<file path="config.mk">
export PLATFORM = sky130hd
export DESIGN_NAME = frame_buffer_port_arbiter_flat
export DESIGN_NICKNAME = d
export VERILOG_FILES = /design/src/rtl/fb_arb_pkg.sv /design/src/rtl/frame_buffer_port_arbiter_if.sv /design/src/rtl/fb_arb_valid_pipe.sv /design/src/rtl/frame_buffer_port_arbiter.sv /design/src/flat_wrapper.sv
export SDC_FILE = /design/constraint.sdc
export NUM_CORES = 1
export LEC_CHECK = 0
export CAP_MARGIN = 20
export CORE_MARGIN = 10
export CORE_UTILIZATION = 26
export DETAILED_ROUTE_END_ITERATION = 10
export GPL_TIMING_DRIVEN = 0
export PLACE_DENSITY_LB_ADDON = 0.08
export SYNTH_ARGS = -nofsm -noshare
export SYNTH_HDL_FRONTEND = slang
export SYNTH_HIERARCHICAL = 1
export SYNTH_SLANG_ARGS = --single-unit
</file>
<file path="constraint.sdc">
create_clock -name clk_i -period 3.39 [get_ports clk_i]
set_input_delay 0.678 -clock clk_i [delete_from_list [all_inputs] [get_ports clk_i]]
set_output_delay 0.678 -clock clk_i [all_outputs]
set_load 0.05 [all_outputs]
</file>
<file path="src/rtl/fb_arb_pkg.sv">
// -----------------------------------------------------------------------------
// fb_arb_pkg
// Shared definitions for the frame-buffer port arbiter: the owner encoding
// (who holds BRAM port 0 this cycle) and its width.
// -----------------------------------------------------------------------------
package fb_arb_pkg;

    localparam int OWNER_W = 2;

    typedef enum logic [OWNER_W-1:0] {
        OWNER_IDLE = 2'd0,
        OWNER_WR   = 2'd1,
        OWNER_RD   = 2'd2
    } owner_e;

endpackage : fb_arb_pkg

</file>
<file path="src/rtl/frame_buffer_port_arbiter_if.sv">
// -----------------------------------------------------------------------------
// frame_buffer_port_arbiter_if
// Bundles the requester handshakes and the BRAM port 0 signals of the
// frame-buffer arbiter.
//   slave  : the arbiter's view (takes requests and read data, drives grants,
//            read valid/data, BRAM controls and the debug owner).
//   master : the surrounding controllers and memory.
// -----------------------------------------------------------------------------
interface frame_buffer_port_arbiter_if
    import fb_arb_pkg::*;
#(
    parameter int ADDR_WIDTH = 32,
    parameter int DATA_WIDTH = 16
);
    // Write requester (camera FIFO drain)
    logic                  wr_req;
    logic [ADDR_WIDTH-1:0] wr_addr;
    logic [DATA_WIDTH-1:0] wr_data;
    logic                  wr_gnt;
    // Read requester (HDMI FIFO fill)
    logic                  rd_req;
    logic [ADDR_WIDTH-1:0] rd_addr;
    logic                  rd_urgent;
    logic                  rd_gnt;
    logic                  rd_valid;
    logic [DATA_WIDTH-1:0] rd_data;
    // BRAM port 0
    logic                  mem_we;
    logic [ADDR_WIDTH-1:0] mem_addr;
    logic [DATA_WIDTH-1:0] mem_wdata;
    logic [DATA_WIDTH-1:0] mem_rdata;
    // Debug
    logic [OWNER_W-1:0]    owner;

    modport slave (
        input  wr_req, wr_addr, wr_data, rd_req, rd_addr, rd_urgent, mem_rdata,
        output wr_gnt, rd_gnt, rd_valid, rd_data, mem_we, mem_addr, mem_wdata, owner
    );

    modport master (
        output wr_req, wr_addr, wr_data, rd_req, rd_addr, rd_urgent, mem_rdata,
        input  wr_gnt, rd_gnt, rd_valid, rd_data, mem_we, mem_addr, mem_wdata, owner
    );

endinterface : frame_buffer_port_arbiter_if

</file>
<file path="src/rtl/fb_arb_valid_pipe.sv">
// -----------------------------------------------------------------------------
// fb_arb_valid_pipe
// Delays the read-grant strobe by RD_LATENCY cycles so that it lines up with
// the BRAM read data. Cleared asynchronously, so reads in flight at reset
// never produce a valid.
//   clk_i    : clock
//   resetn_i : asynchronous active-low clear
//   strb_i   : read issued this cycle
//   strb_o   : strobe delayed by RD_LATENCY cycles (RD_LATENCY >= 1)
// -----------------------------------------------------------------------------
module fb_arb_valid_pipe #(
    parameter int RD_LATENCY = 1
) (
    input  logic clk_i,
    input  logic resetn_i,
    input  logic strb_i,
    output logic strb_o
);

    logic [RD_LATENCY-1:0] pipe_q;

    // NOTE: sequential state uses non-blocking assignments so every flop
    // samples the pre-edge values; the delay line is control state, so it is
    // reset to guarantee no stale valid escapes after reset.
    always_ff @(posedge clk_i or negedge resetn_i) begin
        if (!resetn_i) begin
            pipe_q <= '0;
        end else begin
            pipe_q <= (pipe_q << 1) | RD_LATENCY'(strb_i);
        end
    end

    assign strb_o = pipe_q[RD_LATENCY-1];

endmodule : fb_arb_valid_pipe

</file>
<file path="src/rtl/frame_buffer_port_arbiter.sv">
// -----------------------------------------------------------------------------
// frame_buffer_port_arbiter
// Shares BRAM port 0 between the write controller (camera FIFO drain) and the
// read controller (HDMI FIFO fill). Burst-limited round robin: a requester may
// keep the port for at most BURST_MAX consecutive grants while the other one
// waits. An urgent reader may preempt a write burst, but cannot block the
// writer once the read burst hits the limit.
//   clk_i, resetn_i : clock, asynchronous active-low reset
//   bus (slave)     : requests/grants, read valid/data, BRAM controls, owner
// Grants are combinational from the requests and the registered owner/burst
// count; read valid is the read grant delayed by RD_LATENCY.
// -----------------------------------------------------------------------------
module frame_buffer_port_arbiter
    import fb_arb_pkg::*;
#(
    parameter int ADDR_WIDTH = 32,
    parameter int DATA_WIDTH = 16,
    parameter int BURST_MAX  = 16,   // >= 1
    parameter int RD_LATENCY = 1     // >= 1
) (
    input  logic                        clk_i,
    input  logic                        resetn_i,
    frame_buffer_port_arbiter_if.slave  bus
);

    localparam int               CNT_W   = $clog2(BURST_MAX + 1);
    localparam logic [CNT_W-1:0] CNT_MAX = CNT_W'(BURST_MAX);

    owner_e           owner_q;
    owner_e           sel;
    logic [CNT_W-1:0] burst_q;
    logic [CNT_W-1:0] burst_d;
    logic             at_limit;

    assign at_limit = (burst_q == CNT_MAX);

    // NOTE: every signal driven here gets a default first, so no path through
    // the branches can leave it unassigned and infer a latch.
    always_comb begin
        sel     = OWNER_IDLE;
        burst_d = '0;

        if (bus.wr_req && bus.rd_req) begin
            unique case (owner_q)
                // Urgency may cut a write burst short; the limit hands over.
                OWNER_WR: sel = (bus.rd_urgent || at_limit) ? OWNER_RD : OWNER_WR;
                // Urgency never blocks the writer once the read burst is spent.
                OWNER_RD: sel = at_limit ? OWNER_WR : OWNER_RD;
                default:  sel = bus.rd_urgent ? OWNER_RD : OWNER_WR;
            endcase
        end else if (bus.wr_req) begin
            sel = OWNER_WR;
        end else if (bus.rd_req) begin
            sel = OWNER_RD;
        end

        if (sel == OWNER_IDLE) begin
            burst_d = '0;
        end else if (sel == owner_q) begin
            burst_d = at_limit ? burst_q : burst_q + 1'b1;
        end else begin
            burst_d = CNT_W'(1);
        end
    end

    always_ff @(posedge clk_i or negedge resetn_i) begin
        if (!resetn_i) begin
            owner_q <= OWNER_IDLE;
            burst_q <= '0;
        end else begin
            owner_q <= sel;
            burst_q <= burst_d;
        end
    end

    // Grants are gated by reset so nothing reaches the BRAM or pops the
    // camera FIFO while the block is held in reset.
    assign bus.wr_gnt    = (sel == OWNER_WR) && resetn_i;
    assign bus.rd_gnt    = (sel == OWNER_RD) && resetn_i;
    assign bus.mem_we    = bus.wr_gnt;
    assign bus.mem_addr  = (sel == OWNER_WR) ? bus.wr_addr : bus.rd_addr;
    assign bus.mem_wdata = bus.wr_data;
    assign bus.rd_data   = bus.mem_rdata;
    assign bus.owner     = owner_q;

    fb_arb_valid_pipe #(
        .RD_LATENCY (RD_LATENCY)
    ) u_valid_pipe (
        .clk_i    (clk_i),
        .resetn_i (resetn_i),
        .strb_i   (bus.rd_gnt),
        .strb_o   (bus.rd_valid)
    );

endmodule : frame_buffer_port_arbiter

</file>
<file path="src/flat_wrapper.sv">
// flat-port wrapper written by rule: the top's interface ports become plain ports
module frame_buffer_port_arbiter_flat import fb_arb_pkg::*;
#(
    parameter int ADDR_WIDTH = 32,
    parameter int DATA_WIDTH = 16,
    parameter int BURST_MAX  = 16,          
    parameter int RD_LATENCY = 1            
)
  (clk_i, resetn_i, bus_wr_req, bus_wr_addr, bus_wr_data, bus_rd_req, bus_rd_addr, bus_rd_urgent, bus_mem_rdata, bus_wr_gnt, bus_rd_gnt, bus_rd_valid, bus_rd_data, bus_mem_we, bus_mem_addr, bus_mem_wdata, bus_owner);
  frame_buffer_port_arbiter_if #(.ADDR_WIDTH(ADDR_WIDTH), .DATA_WIDTH(DATA_WIDTH)) bus_i ();
  input  logic clk_i;
  input  logic resetn_i;
  input wire logic [$bits(bus_i.wr_req)-1:0] bus_wr_req;
  input wire logic [$bits(bus_i.wr_addr)-1:0] bus_wr_addr;
  input wire logic [$bits(bus_i.wr_data)-1:0] bus_wr_data;
  input wire logic [$bits(bus_i.rd_req)-1:0] bus_rd_req;
  input wire logic [$bits(bus_i.rd_addr)-1:0] bus_rd_addr;
  input wire logic [$bits(bus_i.rd_urgent)-1:0] bus_rd_urgent;
  input wire logic [$bits(bus_i.mem_rdata)-1:0] bus_mem_rdata;
  output wire logic [$bits(bus_i.wr_gnt)-1:0] bus_wr_gnt;
  output wire logic [$bits(bus_i.rd_gnt)-1:0] bus_rd_gnt;
  output wire logic [$bits(bus_i.rd_valid)-1:0] bus_rd_valid;
  output wire logic [$bits(bus_i.rd_data)-1:0] bus_rd_data;
  output wire logic [$bits(bus_i.mem_we)-1:0] bus_mem_we;
  output wire logic [$bits(bus_i.mem_addr)-1:0] bus_mem_addr;
  output wire logic [$bits(bus_i.mem_wdata)-1:0] bus_mem_wdata;
  output wire logic [$bits(bus_i.owner)-1:0] bus_owner;
  assign bus_i.wr_req = bus_wr_req;
  assign bus_i.wr_addr = bus_wr_addr;
  assign bus_i.wr_data = bus_wr_data;
  assign bus_i.rd_req = bus_rd_req;
  assign bus_i.rd_addr = bus_rd_addr;
  assign bus_i.rd_urgent = bus_rd_urgent;
  assign bus_i.mem_rdata = bus_mem_rdata;
  assign bus_wr_gnt = bus_i.wr_gnt;
  assign bus_rd_gnt = bus_i.rd_gnt;
  assign bus_rd_valid = bus_i.rd_valid;
  assign bus_rd_data = bus_i.rd_data;
  assign bus_mem_we = bus_i.mem_we;
  assign bus_mem_addr = bus_i.mem_addr;
  assign bus_mem_wdata = bus_i.mem_wdata;
  assign bus_owner = bus_i.owner;
  frame_buffer_port_arbiter #(.ADDR_WIDTH(ADDR_WIDTH), .DATA_WIDTH(DATA_WIDTH), .BURST_MAX(BURST_MAX), .RD_LATENCY(RD_LATENCY)) u_core (.clk_i(clk_i), .resetn_i(resetn_i), .bus(bus_i));
endmodule
</file>
==> results of run 1 <==
## final timing paths
path	from	endpoint	cells past startpoint
setup / recovery	u_core/bus.owner[0]	bus_mem_addr[14]	10
hold / removal	u_core/bus.owner[0]	u_core/burst_q[2]	2
setup reg to reg	u_core/burst_q[0]	u_core/burst_q[3]	8
hold reg to reg	u_core/bus.owner[0]	u_core/burst_q[2]	2
max in group asynchronous	resetn_i	u_core/bus.owner[0]	1
min in group asynchronous	resetn_i	u_core/burst_q[2]	1
## kinds of logic after synthesis
kind of cell / count (synthesis) / share of synthesized area
compound gates: 8 / 0.0594
xor+xnor: 5 / 0.0320
fa+ha+maj: 4 / 0.0366
buf+inv: 45 / 0.258
flops: 8 / 0.146
mux: 35 / 0.365
simple gates: 25 / 0.103
## worst min-delay path, stage by stage (launching register included)
cell	delay, ns
dfrtp_2	0.42
nand4_1	0.07
o22ai_1	0.07
## synthesized netlist by cell type
library cell  instances  area share
inv_1                 7       0.019
buf_4                34        0.19
nand4_1               2      0.0091
buf_12                3       0.044
and2_1                1      0.0046
nand2b_1              1      0.0046
nor2b_1               2      0.0091
o22ai_1               1      0.0046
dfrtp_1               8        0.15
nand2_1               5       0.014
xnor2_1               2       0.013
and3_1                1      0.0046
mux2i_1               3       0.022
nor2_1                5       0.014
nand4bb_1             1      0.0082
nand3_1               4       0.015
nand2b_4              1       0.010
buf_6                 1      0.0082
a21oi_1               2      0.0073
nor3b_1               2       0.011
o32ai_1               3       0.019
o31a_4                1       0.013
ha_1                  4       0.037
a31oi_4               1       0.016
xor2_1                3       0.019
mux2_2                3       0.025
mux2_4               29        0.32
## flip-flops by register name, summed over array words and instances (netlist names)
signal                      flops
u_core/burst_q                  5
u_core/bus.owner                2
u_core/u_valid_pipe/strb_o      1
## metal layers
metal | vias to the layer above | global-route usage | share of wire
met2 | 95 | 0.274 | 0.51
met5 | - | 0 | 0
met3 | 2 | 0.0492 | 0.10
li1 | 704 | - | -
met1 | 635 | 0.154 | 0.38
met4 | 0 | 0.0283 | 0.0068
## repair_timing
| item | in CTS | in global routing |
|---|---|---|
| pin swaps | 0 | 1 |
| gates resized for setup | 164 | 49 |
| buffers inserted | 0 | 3 |
| endpoints found under the setup margin | 35 | 35 |
## metrics by stage
| step | utilization | instances |
|---|---|---|
| floorplan | - | 130 |
| global placement | 0.557 | 338 |
| detailed placement | 0.557 | 338 |
| CTS | 0.540 | 342 |
| global route | 0.554 | 345 |
| finish | 0.554 | 345 |
## cell type report
| class | count | area (um^2) | share of cell area |
|---|---|---|---|
| inverters | 7 | 26.3 | 0.00928 |
| well taps | 70 | 87.6 | 0.0309 |
| repair buffers | 141 | 1320 | 0.466 |
| plain buffers | 38 | 327 | 0.115 |
| flip-flops and latches | 8 | 201 | 0.0712 |
| clock buffers | 4 | 45.0 | 0.0159 |
| multi-input cells | 77 | 823 | 0.291 |
## report_power, final
part | switching (W) | total, W | internal, W
Combinational | 0.000335 | 0.000607 | 0.000271
Clock | 0.0000378 | 0.000119 | 0.0000815
Sequential | 0.00000608 | 0.000108 | 0.000102
Total | 0.000379 | 0.000834 | 0.000454
==> results.json, run 1 <==
{
  "area_growth_pct": 107,
  "ys_seq_area_frac": 0.146,
  "dr.pass1.iters": 4,
  "crit_path_max_incr_delay_ns": 0.42,
  "gr-total-overflow": 0,
  "dieArea_um2": 8570,
  "postRouteAntennaNets": 0,
  "p_leak_nw": 1.35,
  "stdcell_area_um2": 2830,
  "synth.distinct_cells": 27,
  "insertion_delay_ns": 0.23,
  "max_slew_margin": 0.644,
  "via_per_inst": 4.16,
  "holdBufCountCts": 0,
  "avgSynthCellArea_um2": 10.5,
  "required_ns": 2.71,
  "path_class": "reg2out",
  "ys_ff_latch": 8,
  "syn_area_um2": 1370,
  "hold_violations": 0,
  "hold_slack_ns": 0.605,
  "grt_max_degree": 11,
  "initial_core_util": 0.268,
  "dieWidth_um": 92.6,
  "hold_class": "reg2reg",
  "crit_buf_inv": 4,
  "numCtsBuffers": 3,
  "drive_gt1_frac": 0.422,
  "grt_usage": 0.146,
  "period_needed_ns": 3.30,
  "setup-violations-final": 0,
  "core-area_um2": 5110,
  "die_y_um": 92.6,
  "grt_pass1_vias": 1471,
  "clock_tree.root_cell": "clkbuf_8",
  "nets": 381,
  "dp_slack_ns": -0.489,
  "vias": 1436,
  "synth_warnings": 6,
  "cts_max_level": 1,
  "slew_viol_final": 0,
  "worstSetupStartpointType": "flop",
  "numPortBuffers": 138,
  "power.total_w": 0.000834,
  "run_status": "complete, no violations",
  "rows": 26,
  "ir_worst_vdd_mv": 0.178,
  "setup_slack_ns": 0.0913,
  "max_freq_mhz": 303,
  "crit_chain": "inv_1, ha_1, nor2b_1, mux2i_1, a31oi_4, nand2b_4, buf_6, buf_12, mux2_4, buf_2",
  "cts_tree": "done",
  "post_drt_wl_per_cell_um": 19.9,
  "max_cap_viol_count": 0,
  "crit_arrival_ns": 2.62,
  "pin_count": 171,
  "critPathMaxFanout": 10,
  "place.gp.congestion": 0.791,
  "skew_ns": 0.00417,
  "clk_path_buf_depth": 2,
  "antenna_cells": 0,
  "crit_family": "buffers and inverters",
  "drt-initial-drc-count": 28,
  "final_common_cell": "clkdlybuf4s50_1",
  "synthCells": 130,
  "period_share": 0.973,
  "grt_pass1_wl_um": 9720,
  "worst_slew_pin_slew_ns": 0.532,
  "dp_hpwl_um": 6270,
  "tns_ns": 0,
  "slowest_stage": "dfrtp_2",
  "power.density_nw_per_um2": 295,
  "drt_wl_total_um": 6870,
  "antenna_found_initial": 0,
  "drc": 0,
  "synth_nets": 235,
  "cts_sinks": 8,
  "end_kind": "output pin",
  "layout_common_cells": "clkdlybuf4s50_1 (103), buf_4 (61), mux2_4 (29), inv_1 (7), dfrtp_1 (7)",
  "nFillCells": 476,
  "placed_area_um2": 2850,
  "r2r_slack_ns": 1.29,
  "clkSlewWorstSetupHoldPaths_ns": 0.04
}
(Power assumes the default switching activity.)
==> run 2, diff against run 1 <==
Settings changed: PLACE_DENSITY set to 0.84, PLACE_DENSITY_LB_ADDON 0.08 to not set.
==> run 2 against run 1 <==
- clock power about the same
- combinational power grew 3%
- sequential share of layout area shrank 0.20 points
- clock-buffer cell count stayed put
- global-route usage is 2.1 points lower
- register-to-register slack got worse by 0.06 ns
- hold slack gained 0.027 ns
- worst setup slack worse by 0.040 ns
- non-clock buffer count fell by 3
- sequential power about the same
- wire length fell by 12%
- utilization increased by 1.6 points
- critical path type is now in2out
==> results.json, run 2 (same netlist as run 1, synthesis figures left out) <==
{
  "run_status": "complete, no violations",
  "antenna_found_initial": 0,
  "crit_end": "bus_mem_addr[23]",
  "rsz0062_at_grt": "true",
  "largest_register": "u_core/burst_q",
  "place.gp.congestion": 0.784,
  "grt_pass1_wl_um": 8720,
  "via_per_inst": 4.19,
  "p_leak_nw": 1.36,
  "die_y_um": 92.6,
  "dieArea_um2": 8570,
  "hold_class": "reg2reg",
  "power.density_nw_per_um2": 293,
  "fin_util": 0.570,
  "layout_common_cells": "clkdlybuf4s50_1 (103), buf_4 (34), buf_6 (29), mux2_4 (29), dfrtp_1 (7)",
  "crit_arrival_ns": 2.66,
  "gr-total-overflow": 0,
  "initial_core_util": 0.268,
  "core-area_um2": 5110,
  "rr_startpoint": "u_core/burst_q[0]",
  "critPathMaxFanout": 10,
  "skew_ns": 0.000921,
  "period_needed_ns": 3.34,
  "post_drt_wl_per_cell_um": 17.7,
  "grt_pass1_vias": 1497,
  "nets": 378,
  "nFillCells": 444,
  "drive_gt1_frac": 0.426,
  "area_growth_pct": 113,
  "required_ns": 2.71,
  "cts_sinks": 8,
  "postRouteAntennaNets": 0,
  "insertion_delay_ns": 0.22,
  "slew_viol_final": 0,
  "ir_worst_vdd_mv": 0.277,
  "rows": 26,
  "cts_max_level": 1,
  "grt_max_degree": 11,
  "startpoint": "bus_rd_urgent",
  "grt_usage": 0.125,
  "worst_slew_pin_slew_ns": 0.544,
  "antenna_cells": 0,
  "clk_path_buf_depth": 2,
  "end_kind": "output pin",
  "largest_register_ff_count": 5,
  "hold_slack_ns": 0.631,
  "whs_path_depth": 2,
  "numPortBuffers": 138,
  "dr.pass1.iters": 6,
  "hold_violations": 0,
  "setup-violations-final": 0,
  "period_share": 0.985,
  "max_freq_mhz": 300,
  "worstSetupStartpointType": "input port",
  "numCtsBuffers": 3,
  "max_cap_viol_count": 0,
  "r2r-end": "u_core/burst_q[3]",
  "r2r_slack_ns": 1.23,
  "worstHoldStart": "u_core/bus.owner[0]",
  "clkSlewWorstSetupHoldPaths_ns": 0.04,
  "path_class": "in2out",
  "setup_slack_ns": 0.0513,
  "post_cts_buffers": 0,
  "worst_r2r_path_depth": 8,
  "dp_slack_ns": -0.460,
  "dieWidth_um": 92.6,
  "dp_hpwl_um": 5440,
  "final_common_cell": "clkdlybuf4s50_1",
  "pin_count": 171,
  "drc": 0,
  "vias": 1434,
  "drt_wl_total_um": 6060,
  "clock_tree.root_cell": "clkbuf_8",
  "max_slew_margin": 0.636,
  "cts_tree": "done",
  "drt-initial-drc-count": 29
}
[run 2: power by group]
part / leakage (nW) / internal, W / switching [W]
Combinational: 1.23 / 0.000289 / 0.000337
Clock: 0.0228 / 0.0000814 / 0.0000365
Sequential: 0.105 / 0.000102 / 0.00000812
[run 2: routing by layer]
layer  track usage  vias to the layer above  part of all wire
met4        0.0129                        0            0.0046
li1              -                      699                 -
met1         0.132                      660              0.36
met2         0.253                       71              0.57
met5             0                        -                 0
met3        0.0258                        4             0.059
[run 2: worst min path at each step]
| stage | endpoint | slack (ns) |
|---|---|---|
| final | u_core/burst_q[2] | 0.63 |
| after global routing | u_core/burst_q[2] | 0.68 |
| after CTS | u_core/burst_q[2] | 0.64 |
| after detailed placement | u_core/burst_q[2] | 0.62 |
| after global placement | u_core/burst_q[2] | 0.62 |
| after floorplan | u_core/burst_q[0] | 0.38 |
[run 2: metrics by stage]
| stage | instances | TNS, ns | area, um^2 | power (W) |
|---|---|---|---|---|
| floorplan | 130 | 0 | 1380 | 0.000508 |
| global placement | 338 | -14.81 | 2850 | 0.000719 |
| detailed placement | 338 | -14.69 | 2850 | 0.000727 |
| CTS | 342 | -0.199 | 2780 | 0.000820 |
| global route | 342 | -0.0349 | 2910 | 0.000889 |
| finish | 342 | 0 | 2910 | 0.000854 |
[run 2: critical path: stages]
cell and delay [ns]:
clkdlybuf4s50_1 0.44, mux2i_1 0.15, a21oi_1 0.07, o31a_4 0.37, nand2b_4 0.15, buf_6 0.15
buf_12 0.15, mux2_4 0.29, buf_2 0.22
[run 2: area by class of cell]
type,instances,area [um^2],area share
Buffer,38,327,0.112
Clock buffer,4,45.0,0.0155
Inverter,7,26.3,0.00902
Multi-Input combinational cell,77,840,0.288
Sequential cell,8,201,0.0692
Tap cell,70,87.6,0.0301
Timing Repair Buffer,138,1390,0.476
[run 2: what timing repair did]
item,CTS,global route
hold buffers,0,0
endpoints found under the hold margin,0,0
setup endpoints to repair,35,35
resized for setup,166,86
pin swaps,0,0
gates cloned,0,0
==> run 3, diff against run 2 <==
Settings changed: ABC_AREA set to 0.
Clock period 3.39 ns to 3.4 ns, I/O delays scaled along.
==> run 3 against run 2 <==
- clock skew grew 0.0016 ns
- non-clock buffer count increased by 2
- critical endpoint unchanged
- power is essentially flat
- final cell count up 0.58%
- sequential share of layout area is essentially flat
- first-iteration DRC count down 10%
- clock-buffer cell count unchanged
==> results.json, run 3 (same netlist as run 1, synthesis figures left out) <==
{
  "cts_tree": "done",
  "cts_max_level": 1,
  "clk_path_buf_depth": 2,
  "rows": 26,
  "numCtsBuffers": 3,
  "power.total_w": 0.000854,
  "crit_buf_inv": 4,
  "gr-total-overflow": 0,
  "skew_ns": 0.00251,
  "die_y_um": 92.6,
  "hold_class": "reg2reg",
  "layout_common_cells": "clkdlybuf4s50_1 (103), buf_4 (36), buf_6 (29), mux2_4 (29), dfrtp_1 (7)",
  "nets": 380,
  "fin_util": 0.573,
  "crit_family": "buffers and inverters",
  "max_freq_mhz": 298,
  "p_leak_nw": 1.37,
  "crit_path_max_incr_delay_ns": 0.42,
  "rr_startpoint": "u_core/burst_q[0]",
  "period_share": 0.987,
  "clkSlewWorstSetupHoldPaths_ns": 0.04,
  "period_needed_ns": 3.35,
  "pin_count": 171,
  "postRouteAntennaNets": 0,
  "slew_viol_final": 0,
  "drt_wl_total_um": 6060,
  "max_cap_viol_count": 0,
  "slowest_stage": "dfrtp_2",
  "antenna_found_initial": 0,
  "worst_r2r_path_depth": 8,
  "setup-violations-final": 0,
  "power.density_nw_per_um2": 292,
  "largest_register": "u_core/burst_q",
  "core-area_um2": 5110,
  "hold_violations": 0,
  "drt-initial-drc-count": 26,
  "path_depth": 10,
  "initial_core_util": 0.268,
  "tns_ns": 0,
  "post_drt_wl_per_cell_um": 17.6,
  "rsz0062_at_grt": "true",
  "drive_gt1_frac": 0.431,
  "dieArea_um2": 8570,
  "drc": 0,
  "dp_hpwl_um": 5440,
  "antenna_cells": 0,
  "dr.pass1.iters": 4,
  "grt_pass1_vias": 1489,
  "whs_path_depth": 2,
  "grt_pass1_wl_um": 8700,
  "final_common_cell": "clkdlybuf4s50_1",
  "clock_tree.root_cell": "clkbuf_8",
  "worstHoldStart": "u_core/bus.owner[1]",
  "nFillCells": 443,
  "cts_sinks": 8,
  "end_kind": "output pin",
  "ir_worst_vdd_mv": 0.277,
  "largest_register_ff_count": 5,
  "grt_max_degree": 11,
  "max_slew_margin": 0.636,
  "vias": 1437,
  "insertion_delay_ns": 0.23,
  "worstSetupStartpointType": "flop",
  "area_growth_pct": 114,
  "crit_arrival_ns": 2.67,
  "numPortBuffers": 138,
  "critPathMaxFanout": 10,
  "dieWidth_um": 92.6,
  "worst_slew_pin_slew_ns": 0.544,
  "via_per_inst": 4.18,
  "place.gp.congestion": 0.784,
  "path_class": "reg2out",
  "required_ns": 2.72,
  "startpoint": "u_core/bus.owner[0]",
  "run_status": "complete, no violations",
  "grt_usage": 0.125,
  "crit_chain": "clkinvlp_4, ha_4, mux2i_1, a21oi_1, o31a_4, nand2b_4, buf_6, buf_12, mux2_4, buf_2"
}
## run 3: cell count changes in the layout (fill, tap and decap cells not counted), sizes merged
cell | previous run | this run
inv | 7 | 6
clkinvlp | 0 | 1
buf | 71 | 74
clkdlybuf4s18 | 1 | 0
## run 3: layout make-up
| class | instances | area, um^2 | share of cell area |
|---|---|---|---|
| repair buffers | 140 | 1400 | 0.477 |
| multi-input cells | 77 | 840 | 0.287 |
| plain buffers | 38 | 327 | 0.112 |
| flip-flops and latches | 8 | 201 | 0.0688 |
| well taps | 70 | 87.6 | 0.0299 |
| clock buffers | 4 | 45.0 | 0.0154 |
| inverters | 7 | 30.0 | 0.0103 |
## run 3: where the power goes
part	internal [W]	total (W)	switching (W)	leakage (nW)
clock network	0.0000811	0.000117	0.0000357	0.0228
logic	0.000290	0.000627	0.000337	1.24
registers	0.000101	0.000110	0.00000828	0.105
## run 3: per-layer routing
layer  wire, um  vias up  GRT usage
met5          0        -          0
met3        373        2     0.0258
met1       2190      657      0.133
met2       3470       77      0.250
met4         24        0     0.0129
li1           -      701          -
## run 3: final timing paths
kind	endpoint	slack, ns
worst min register to register	u_core/burst_q[2]	0.69
min in group asynchronous	u_core/burst_q[0]	0.74
worst max-delay path	bus_mem_addr[23]	0.05
max in group asynchronous	u_core/bus.owner[0]	2.36
worst max register to register	u_core/burst_q[3]	1.27
worst min-delay path	u_core/burst_q[2]	0.69
## run 3: stage by stage
step / area (um^2) / hold slack, ns / std cells / worst slack [ns]
final: 2930 / 0.689 / 344 / 0.0457
after global routing: 2930 / 0.720 / 344 / -0.0570
after CTS: 2750 / 0.630 / 342 / -0.237
after detailed placement: 2850 / 0.620 / 338 / -0.454
after global placement: 2850 / 0.617 / 338 / -0.458
after floorplan: 1380 / 0.384 / 130 / 0.140
## run 3: worst register-to-register path: stages, from the launching register on
cell and delay (ns):
dfrtp_1 0.43, inv_1 0.07, ha_1 0.20, nand4bb_1 0.09, buf_4 0.16, mux2i_2 0.29
a31oi_4 0.20, nand2b_1 0.28, o32ai_1 0.31
## run 3: repair_timing
| action | 4_1_cts | 5_1_grt |
|---|---|---|
| buffers inserted | 0 | 2 |
| endpoints found under the setup margin | 35 | 35 |
| hold buffers | 0 | 0 |
| hold endpoints to repair | 0 | 0 |
| resized for setup | 159 | 100 |
| gates cloned | 0 | 0 |
